**config.mk**
```make
export PLATFORM = sky130hd
export DESIGN_NAME = jt12_kon_q
export DESIGN_NICKNAME = d
export VERILOG_FILES = /design/src/rtl/jt12_kon_pkg.sv /design/src/rtl/jt12_kon_fifo.sv /design/src/rtl/jt12_kon_q.sv
export SDC_FILE = /design/constraint.sdc
export NUM_CORES = 1
export LEC_CHECK = 0
export CAP_MARGIN = 40
export CELL_PAD_IN_SITES_DETAIL_PLACEMENT = 1
export CELL_PAD_IN_SITES_GLOBAL_PLACEMENT = 2
export CORE_MARGIN = 1
export CORE_UTILIZATION = 43
export DETAILED_ROUTE_END_ITERATION = 10
export HOLD_SLACK_MARGIN = 0.06
export PLACE_DENSITY = 0.8
export SETUP_SLACK_MARGIN = 0.3
export SYNTH_ARGS = -nofsm -noshare
export SYNTH_HDL_FRONTEND = slang
export SYNTH_SLANG_ARGS = --single-unit
```
**constraint.sdc**
```tcl
create_clock -name clk -period 3.2 [get_ports clk]
set_input_delay 0.48 -clock clk [delete_from_list [all_inputs] [get_ports clk]]
set_output_delay 0.48 -clock clk [all_outputs]
set_load 0.05 [all_outputs]
```
**src/rtl/jt12_kon_pkg.sv**
```systemverilog
// Shared types and helpers for the key-on slot engine.
// Channel-code validity, queue entry layout and CSM state encoding.
package jt12_kon_pkg;

    localparam int QW = 7;

    typedef enum logic [1:0] {
        CSM_IDLE = 2'd0,
        CSM_PEND = 2'd1,
        CSM_ACT  = 2'd2
    } csm_state_t;

    function automatic logic ch_valid(input int num_ch, input logic [2:0] code);
        if (num_ch == 3) return code < 3'd3;
        if (num_ch == 6) return (code != 3'd3) && (code != 3'd7);
        return 1'b1;
    endfunction

endpackage

```
**src/rtl/jt12_kon_fifo.sv**
```systemverilog
// Small synchronous FIFO buffering key-on register writes.
// A push into a full FIFO is accepted when a pop happens in the same cycle.
module jt12_kon_fifo
    import jt12_kon_pkg::*;
#(
    parameter int DEPTH = 4
) (
    input  logic          clk,
    input  logic          rst,
    input  logic          en,
    input  logic          push,
    input  logic          pop,
    input  logic [QW-1:0] din,
    output logic [QW-1:0] dout,
    output logic          full,
    output logic          empty
);

    localparam int AW = (DEPTH > 2) ? $clog2(DEPTH) : 1;
    localparam int CW = $clog2(DEPTH + 1);

    logic [QW-1:0] mem [DEPTH];
    logic [AW-1:0] rd_ptr;
    logic [AW-1:0] wr_ptr;
    logic [CW-1:0] cnt;
    logic          push_ok;
    logic          pop_ok;

    function automatic logic [AW-1:0] wrap_inc(input logic [AW-1:0] p);
        return (p == AW'(DEPTH - 1)) ? '0 : p + 1'b1;
    endfunction

    assign full    = (cnt == CW'(DEPTH));
    assign empty   = (cnt == '0);
    assign pop_ok  = pop && !empty;
    assign push_ok = push && (!full || pop_ok);
    assign dout    = mem[rd_ptr];

    // Pointer and occupancy bookkeeping
    always_ff @(posedge clk) begin
        if (en) begin
            if (rst) begin
                rd_ptr <= '0;
                wr_ptr <= '0;
                cnt    <= '0;
            end else begin
                if (push_ok) wr_ptr <= wrap_inc(wr_ptr);
                if (pop_ok)  rd_ptr <= wrap_inc(rd_ptr);
                cnt <= cnt + CW'(push_ok) - CW'(pop_ok);
            end
        end
    end

    // Entry storage; contents are don't-care while unoccupied
    always_ff @(posedge clk) begin
        if (en && !rst && push_ok) mem[wr_ptr] <= din;
    end

endmodule

```
**src/rtl/jt12_kon_q.sv**
```systemverilog
// Key-on slot engine: queued register writes, per-channel key-on
// state, CSM timer-A burst, registered keyon_I for the EG.
module jt12_kon_q
    import jt12_kon_pkg::*;
#(
    parameter int NUM_CH = 6,
    parameter int QDEPTH = 4,
    parameter int CSM_CH = 2
) (
    input  logic       clk,
    input  logic       rst,
    input  logic       clk_en,
    input  logic [3:0] keyon_op,
    input  logic [2:0] keyon_ch,
    input  logic       up_keyon,
    input  logic [1:0] next_op,
    input  logic [2:0] next_ch,
    input  logic       csm,
    input  logic       overflow_A,
    output logic       keyon_I,
    output logic       q_full,
    output logic       q_empty,
    output logic       kon_drop,
    output logic       csm_busy
);

    if (NUM_CH != 3 && NUM_CH != 6 && NUM_CH != 8) begin : g_bad_num_ch
        $error("jt12_kon_q: NUM_CH must be 3, 6 or 8");
    end
    if (QDEPTH < 2 || QDEPTH > 8) begin : g_bad_qdepth
        $error("jt12_kon_q: QDEPTH must be 2..8");
    end
    if (CSM_CH < 0 || CSM_CH > 7 || !ch_valid(NUM_CH, 3'(CSM_CH))) begin : g_bad_csm_ch
        $error("jt12_kon_q: CSM_CH is not a valid channel code");
    end

    logic [3:0]    kon_state [8];
    logic [QW-1:0] q_dout;
    logic [2:0]    head_ch;
    logic [3:0]    head_op;
    logic          q_pop;
    logic          q_push;
    logic [3:0]    cur_bits;
    logic          csm_slot0;
    logic          csm_hit;

    csm_state_t    state;
    csm_state_t    state_n;
    logic          rearm;
    logic          rearm_n;
    logic          owed;
    logic          owed_n;
    logic          act_now;

    assign head_ch   = q_dout[6:4];
    assign head_op   = q_dout[3:0];
    assign q_pop     = !q_empty && (next_op == 2'd0) && (next_ch == head_ch);
    assign q_push    = up_keyon && ch_valid(NUM_CH, keyon_ch) && (!q_full || q_pop);
    assign cur_bits  = q_pop ? head_op : kon_state[next_ch];
    assign csm_slot0 = (next_op == 2'd0) && (next_ch == 3'(CSM_CH));
    assign csm_hit   = act_now && (next_ch == 3'(CSM_CH));
    assign csm_busy  = (state != CSM_IDLE);

    jt12_kon_fifo #(
        .DEPTH (QDEPTH)
    ) u_fifo (
        .clk   (clk),
        .rst   (rst),
        .en    (clk_en),
        .push  (q_push),
        .pop   (q_pop),
        .din   ({keyon_ch, keyon_op}),
        .dout  (q_dout),
        .full  (q_full),
        .empty (q_empty)
    );

    // Popped entry lands in the channel's key-on state at its op0 slot
    always_ff @(posedge clk) begin
        if (clk_en) begin
            if (rst) begin
                for (int i = 0; i < 8; i++) kon_state[i] <= '0;
            end else if (q_pop) begin
                kon_state[head_ch] <= head_op;
            end
        end
    end

    // CSM burst state register
    always_ff @(posedge clk) begin
        if (clk_en) begin
            if (rst) begin
                state <= CSM_IDLE;
                rearm <= 1'b0;
            end else begin
                state <= state_n;
                rearm <= rearm_n;
            end
        end
    end

    // CSM next state: a burst owed at the CSM op0 slot keys that whole frame
    always_comb begin
        owed    = (state == CSM_PEND) || ((state == CSM_ACT) && rearm);
        act_now = csm_slot0 ? owed : (state == CSM_ACT);
        owed_n  = (csm_slot0 ? 1'b0 : owed) | overflow_A;
        state_n = CSM_IDLE;
        rearm_n = 1'b0;
        if (csm) begin
            if (act_now) begin
                state_n = CSM_ACT;
                rearm_n = owed_n;
            end else if (owed_n) begin
                state_n = CSM_PEND;
            end
        end
    end

    // Registered outputs toward the envelope generator
    always_ff @(posedge clk) begin
        if (clk_en) begin
            if (rst) begin
                keyon_I  <= 1'b0;
                kon_drop <= 1'b0;
            end else begin
                keyon_I  <= cur_bits[next_op] | csm_hit;
                kon_drop <= up_keyon && !q_push;
            end
        end
    end

endmodule
```
Word level (Yosys, flattened, before mapping)
Memories as Yosys holds them, arrays and structs flattened. A register that Yosys moved wholly into a read port is not among the register bits.
Cells that the tools add are included.
W data, S select, Z words.
- bits in registers: 12
- latch bits: 0
- RAM bits: 60
- memory bits (read-only): 0
- input port bits: 18
- output and inout bits: 5
- word-level logic and storage cells: 84
- memories kept: 2
- memory list (name ; depth ; bits a word ; read ports ; clocked after memory_dff ; write ports ; line ; text):
    kon_state ; 8 ; 4 ; 1 ; 0 ; 8 ; jt12_kon_q.sv:37 ; logic [3:0] kon_state [8];
    u_fifo.mem ; 4 ; 7 ; 1 ; 1 ; 1 ; jt12_kon_fifo.sv:22 ; logic [QW-1:0] mem [DEPTH];
- add/sub/neg operators: 4
- multiply operators: 0
- div/mod/pow operators: 0
- $lt $le $gt $ge: 1
- equal/unequal tests: 9
- shift operators: 0
- mux-type cells: 25
- bitwise gates (word level): 4
- reductions and logical operators: 31
- operators by type and width (kind ; number):
    $mux W1 ; 14
    $mux W2 ; 7
    $logic_and A1 B1 Y1 ; 13
    $mux W4 ; 2
    $eq A2 B2 Y1 const B ; 3
    $reduce_bool A2 Y1 ; 3
    $reduce_or A3 Y1 ; 2
    $add A2 B1 Y2 const B ; 2
    $logic_not A1 Y1 ; 4
    $reduce_and A2 Y1 ; 2
    $reduce_or A4 Y1 ; 1
    $add A3 B1 Y3 ; 1
    $eq A3 B2 Y1 const B ; 1
    $eq A3 B3 Y1 ; 1
    $eq A3 B3 Y1 const B ; 1
    $logic_not A3 Y1 ; 1
    $logic_or A1 B1 Y1 ; 3
    $lt A2 B3 Y1 const B ; 1
    $mux W3 ; 1
    $ne A3 B2 Y1 const B ; 1
    $ne A3 B3 Y1 const B ; 1
    $sub A3 B1 Y3 ; 1
    $bmux W1 S2 ; 1
    $eq A2 B1 Y1 const B ; 1
    4 further kinds ; 6

Logic depth before layout (Yosys ltp)
- depth after elaboration: 10
- mapped depth: 13

Cells and area by module
A second synthesis with hierarchy kept.
- cells, all modules: 245
- area, all modules: 3598.5 sq um
- modules (own cells, without submodules) (module ; times used ; cells an instance ; area an instance (sq um) ; seq. area each (sq um)):
    jt12_kon_q ; 1 ; 149 ; 1964.4 ; 1111.1
    jt12_kon_fifo ; 1 ; 96 ; 1634.1 ; 1091.0

Worst setup path before layout
OpenSTA, ideal clock, no wires.
- path type: reg-to-reg
- from: register u_fifo.cnt[1]
- to: register u_fifo.cnt[2] (data pin)
- library setup time: 266 ps
- arrival time: 3203 ps
- required time: 2934 ps
- path slack: -269 ps
- stages on the path, launching flop included: 13
- period minus slack after synthesis: 3469 ps
- cell sequence: edfxtp_1 nor3_1 nor3_1 nand4_2 inv_2 buf_12 ha_1 inv_1 ha_1 inv_1 fa_1 xnor2_1 nor2_1
- longest elaborated chain between the ends: 9
- elaborated cells on any way between the ends: 13
- ends and longest elaborated chain (what ; line ; text):
    start, declared ; jt12_kon_fifo.sv:25 ; logic [CW-1:0] cnt;
    start signal, assigned ; jt12_kon_fifo.sv:49 ; cnt <= cnt + CW'(push_ok) - CW'(pop_ok);
    $logic_not A3 Y1 * ; jt12_kon_fifo.sv:34 ; assign empty = (cnt == '0);
    via q_empty ; jt12_kon_q.sv:22 ; output logic q_empty,
    $logic_not A1 Y1 * ; jt12_kon_fifo.sv:35, jt12_kon_q.sv:57 ;
    $logic_and A1 B1 Y1 (2 in series) ; jt12_kon_q.sv:57 ; assign q_pop = !q_empty && (next_op == 2'd0) && (next_ch == head_ch);
    $logic_or A1 B1 Y1 or $logic_and A1 B1 Y1 (tied branches) ; jt12_kon_q.sv:58, jt12_kon_fifo.sv:35 ;
    $logic_and A1 B1 Y1 or $logic_or A1 B1 Y1 (tied branches) ; jt12_kon_q.sv:58, jt12_kon_fifo.sv:36 ;
    $logic_and A1 B1 Y1 ; jt12_kon_fifo.sv:36 ; assign push_ok = push && (!full || pop_ok);
    $add A3 B1 Y3 ; jt12_kon_fifo.sv:49 ;
    $sub A3 B1 Y3 * ; jt12_kon_fifo.sv:49 ;
The timed path passes the listed nets; every way through them passes the cells marked *.
A chain may end at the register's enable or synchronous reset.

==> run_results.csv <==
group,metric,value,unit
run_status,status,"completed",
floorplan,ioPinCount,23,
clock_tree,cts_hold_buf,0,
yosys,synthDistinctLibCells,43,
power_and_ir_drop,switching_power,0.000513,W
critical_path,critPathBufInv,3,
yosys,synthAdderAreaFrac,3.27,%
floorplan,core_area,7890,sq um
global_routing,grt_pass1_wl,12.0,mm
timing,rsz0062_at_grt,"false",
power_and_ir_drop,clkPwrFrac,36.7,%
detailed_routing,drt_first_pass_iters,4,
clock_tree,clock_latency,0.35,ns
timing,period_needed,2.69,ns
detailed_routing,routed_wirelength,7.41,mm
floorplan,die-height,93.4,um
clock_tree,clkTransAtPathRegs,0.08,ns
critical_path,cp_data_arrival_time,2.80,ns
power_and_ir_drop,p_int,0.00164,W
timing,worstMarginPinSlew,0.829,ns
place,placed_cell_area,3990,sq um
cells_and_area,drive_gt1_share,22.2,%
yosys,muxShareOfSynthArea,12.7,%
clock_tree,cts_buffers,9,
global_routing,antenna_found_initial,0,
floorplan,die_w,93.4,um
power_and_ir_drop,pwr-share-comb,11.6,%
detailed_routing,wl_per_cell,19.0,um
yosys,synth_top_cell_area_share,60.2,%
timing,finClkSkew,0.0163,ns
yosys,synth_seq_cells,74,
yosys,synth_top_family_by_area,"simple AND/OR/NAND/NOR gates",
critical_path,slowest_delay,0.56,ns
clock_tree,cts_tree,"done",
yosys,synth_seq_area_share,61.3,%
yosys,synthSimpleGateAreaFrac,14.9,%
timing,slew_headroom,44.3,%
clock_tree,clockRootBuffer,"clkbuf_8",
yosys,synth_cells,247,
timing,fmax,371,MHz
cells_and_area,layout_common_cells,"edfxtp_1 (72), nor2_1 (42), clkdlybuf4s50_1 (22)",
critical_path,cp_max_fo,4,
cells_and_area,syn_to_final_growth,17.3,%
yosys,syn_area,3590,sq um
detailed_routing,drt_iter0_markers,117,
detailed_routing,vias_per_cell,5.31,
yosys,ys_warn_count,0,
place,place_inst,373,
global_routing,grt_pass1_vias,2234,
place,dpl.hpwl,5.44,mm
power_and_ir_drop,peakVddDrop,0.289,mV
power_and_ir_drop,p_leak,1.60,nW
yosys,yosys.area.top_type,"edfxtp_1",
cells_and_area,num_antenna_cells,0,
floorplan,rows,32,
detailed_routing,drcViolationCount,0,
floorplan,start_util,45.6,%
critical_path,endpoint_kind,"flop",
yosys,synth_compound_area_share,3.76,%
power_and_ir_drop,switching_share,23.8,%
cells_and_area,nets,309,
critical_path,crit_path_cell_trace,"mux4_2 > xnor2_1 > nand4_2 > inv_2 > ha_1 > inv_1 > ha_1 > inv_1 > fa_1 > xnor2_1 > nor2_1",
cells_and_area,final_util,53.5,%
yosys,synth-main-ff-cell,"edfxtp_1",
timing,report.final.slew_viol_count,0,
yosys,synth_async_sr_flop_share,0,%
hold_path,hp-class,"reg2reg",
timing,finalSetupViolCount,0,
power_and_ir_drop,p_per_area,511,nW/um^2
timing,fin_crit_sh,84.2,%
global_routing,grt_use_total,19.2,%
timing,fin_tns_setup,0,ns
critical_path,slowest_stage,"mux4_2",
yosys,synth_edf_count,72,
place,placement.io_buffers,22,
detailed_routing,postRouteAntennaNets,0,
clock_tree,clock_sinks,74,
timing,hold_viol,0,
critical_path,worstSetupStartpointType,"flop",
yosys,synth_area_per_cell,14.5,sq um
cells_and_area,stdcell_area,4220,sq um
yosys,synth_nets,273,
cells_and_area,final_cells,390,
timing,whs,0.595,ns
job,cap_violations,0,
global_routing,grt_max_degree,15,
power_and_ir_drop,seqPwrFrac,51.7,%
critical_path,crit_family,"adder cells",
cells_and_area,final_common_cell,"edfxtp_1",
yosys,synth_area_leaders,"edfxtp_1 (60%), mux4_2 (8.1%), nor2_1 (4.4%)",
place,place.gp.congestion,0.720,
yosys,synth_xor_area_share,1.22,%
cells_and_area,n_fill_cell,763,
critical_path,critical_path_class,"reg2reg",
global_routing,grt-ovfl-total,0,
floorplan,die_area,8730,sq um
critical_path,required,3.31,ns
detailed_routing,vias,2071,
clock_tree,cts.path.max_buffers,2,
clock_tree,htreeDepth,3,
-- power by group through the flow --
stage	Sequential [W]	Clock [W]	Combinational [W]
after floorplan	0.00114	0	0.000158
after global placement	0.00114	0	0.000242
after detailed placement	0.00114	0	0.000249
after CTS	0.00112	0.000809	0.000250
after global routing	0.00112	0.000842	0.000272
final	0.00111	0.000791	0.000250
-- timing repair --
| action | 4_1_cts | 5_1_grt |
|---|---|---|
| endpoints found under the setup margin | 1 | 1 |
| buffers inserted | 0 | 1 |
| endpoints found under the hold margin | 0 | 0 |
| resized for setup | 2 | 0 |
-- through the flow --
step / total power (W) / worst slack, ns
final: 0.00216 / 0.506
after global routing: 0.00223 / 0.351
after CTS: 0.00218 / 0.382
after detailed placement: 0.00139 / 0.209
after global placement: 0.00138 / 0.349
after floorplan: 0.00130 / 0.306
-- metal layers --
| metal | routed length, um | track usage (%) | part of all wire (%) | up-vias |
|---|---|---|---|---|
| li1 | - | - | - | 993 |
| met1 | 3540 | 24.9 | 48 | 1041 |
| met2 | 3560 | 31.6 | 48 | 27 |
| met3 | 167 | 3.82 | 2.3 | 10 |
| met4 | 134 | 7.69 | 1.8 | 0 |
| met5 | 0 | 0 | 0 | - |
-- final timing paths --
| path | start | end | slack [ns] | cells after the start |
|---|---|---|---|---|
| worst max-delay path | flop | u_fifo.cnt[2] | 0.51 | 11 |
| worst min-delay path | u_fifo.rd_ptr[1] | flop | 0.59 | 2 |
| worst max register to register | flop | u_fifo.cnt[2] | 0.51 | 11 |
| worst min register to register | u_fifo.rd_ptr[1] | flop | 0.59 | 2 |
-- registers in the layout, summed over array words and instances, names as in the netlist, named ones only --
name,count
u_fifo.wr_ptr,2
u_fifo.cnt,3
keyon_I,1
state,2
kon_drop,1
kon_state,32
u_fifo.rd_ptr,2
rearm,1
u_fifo.mem,28
-- cell type report --
type / instances / area (sq um) / area share, %
clock inverters: 7 / 93.8 / 2.23
well taps: 102 / 128 / 3.03
inverters: 12 / 45.0 / 1.07
clock buffers: 9 / 124 / 2.94
repair buffers: 33 / 303 / 7.18
flip-flops and latches: 74 / 2210 / 52.3
multi-input cells: 153 / 1320 / 31.2
-- worst reg2reg max path: stages, from the launching register on --
cell and delay [ns]:
dfxtp_4 0.39, mux4_2 0.56, xnor2_1 0.19, nand4_2 0.17
inv_2 0.09, ha_1 0.22, inv_1 0.06, ha_1 0.13
inv_1 0.05, fa_1 0.38, xnor2_1 0.17, nor2_1 0.06
-- synth_stat cells (4+ instances only) --
cell and instances:
edfxtp_1 72, nor2_1 42, nand2_1 19, mux4_2 13, inv_1 11, ha_1 7, mux2i_1 7, mux2_2 6
nor2b_1 6, nor3_1 6, and3_1 4, nand3_4 4, nand3b_4 4, o21ai_1 4, xnor2_1 4
-- logic make-up (layout without fill, tap and decap cells) --
| logic type | Yosys count | in the layout |
|---|---|---|
| mux | 27 | 27 |
| compound gates | 18 | 18 |
| fa+ha+maj | 9 | 9 |
| flops | 74 | 74 |
| buf+inv | 20 | 61 |
| xor+xnor | 5 | 5 |
| simple gates | 94 | 94 |
No activity file was read; power rests on OpenSTA's default activity.
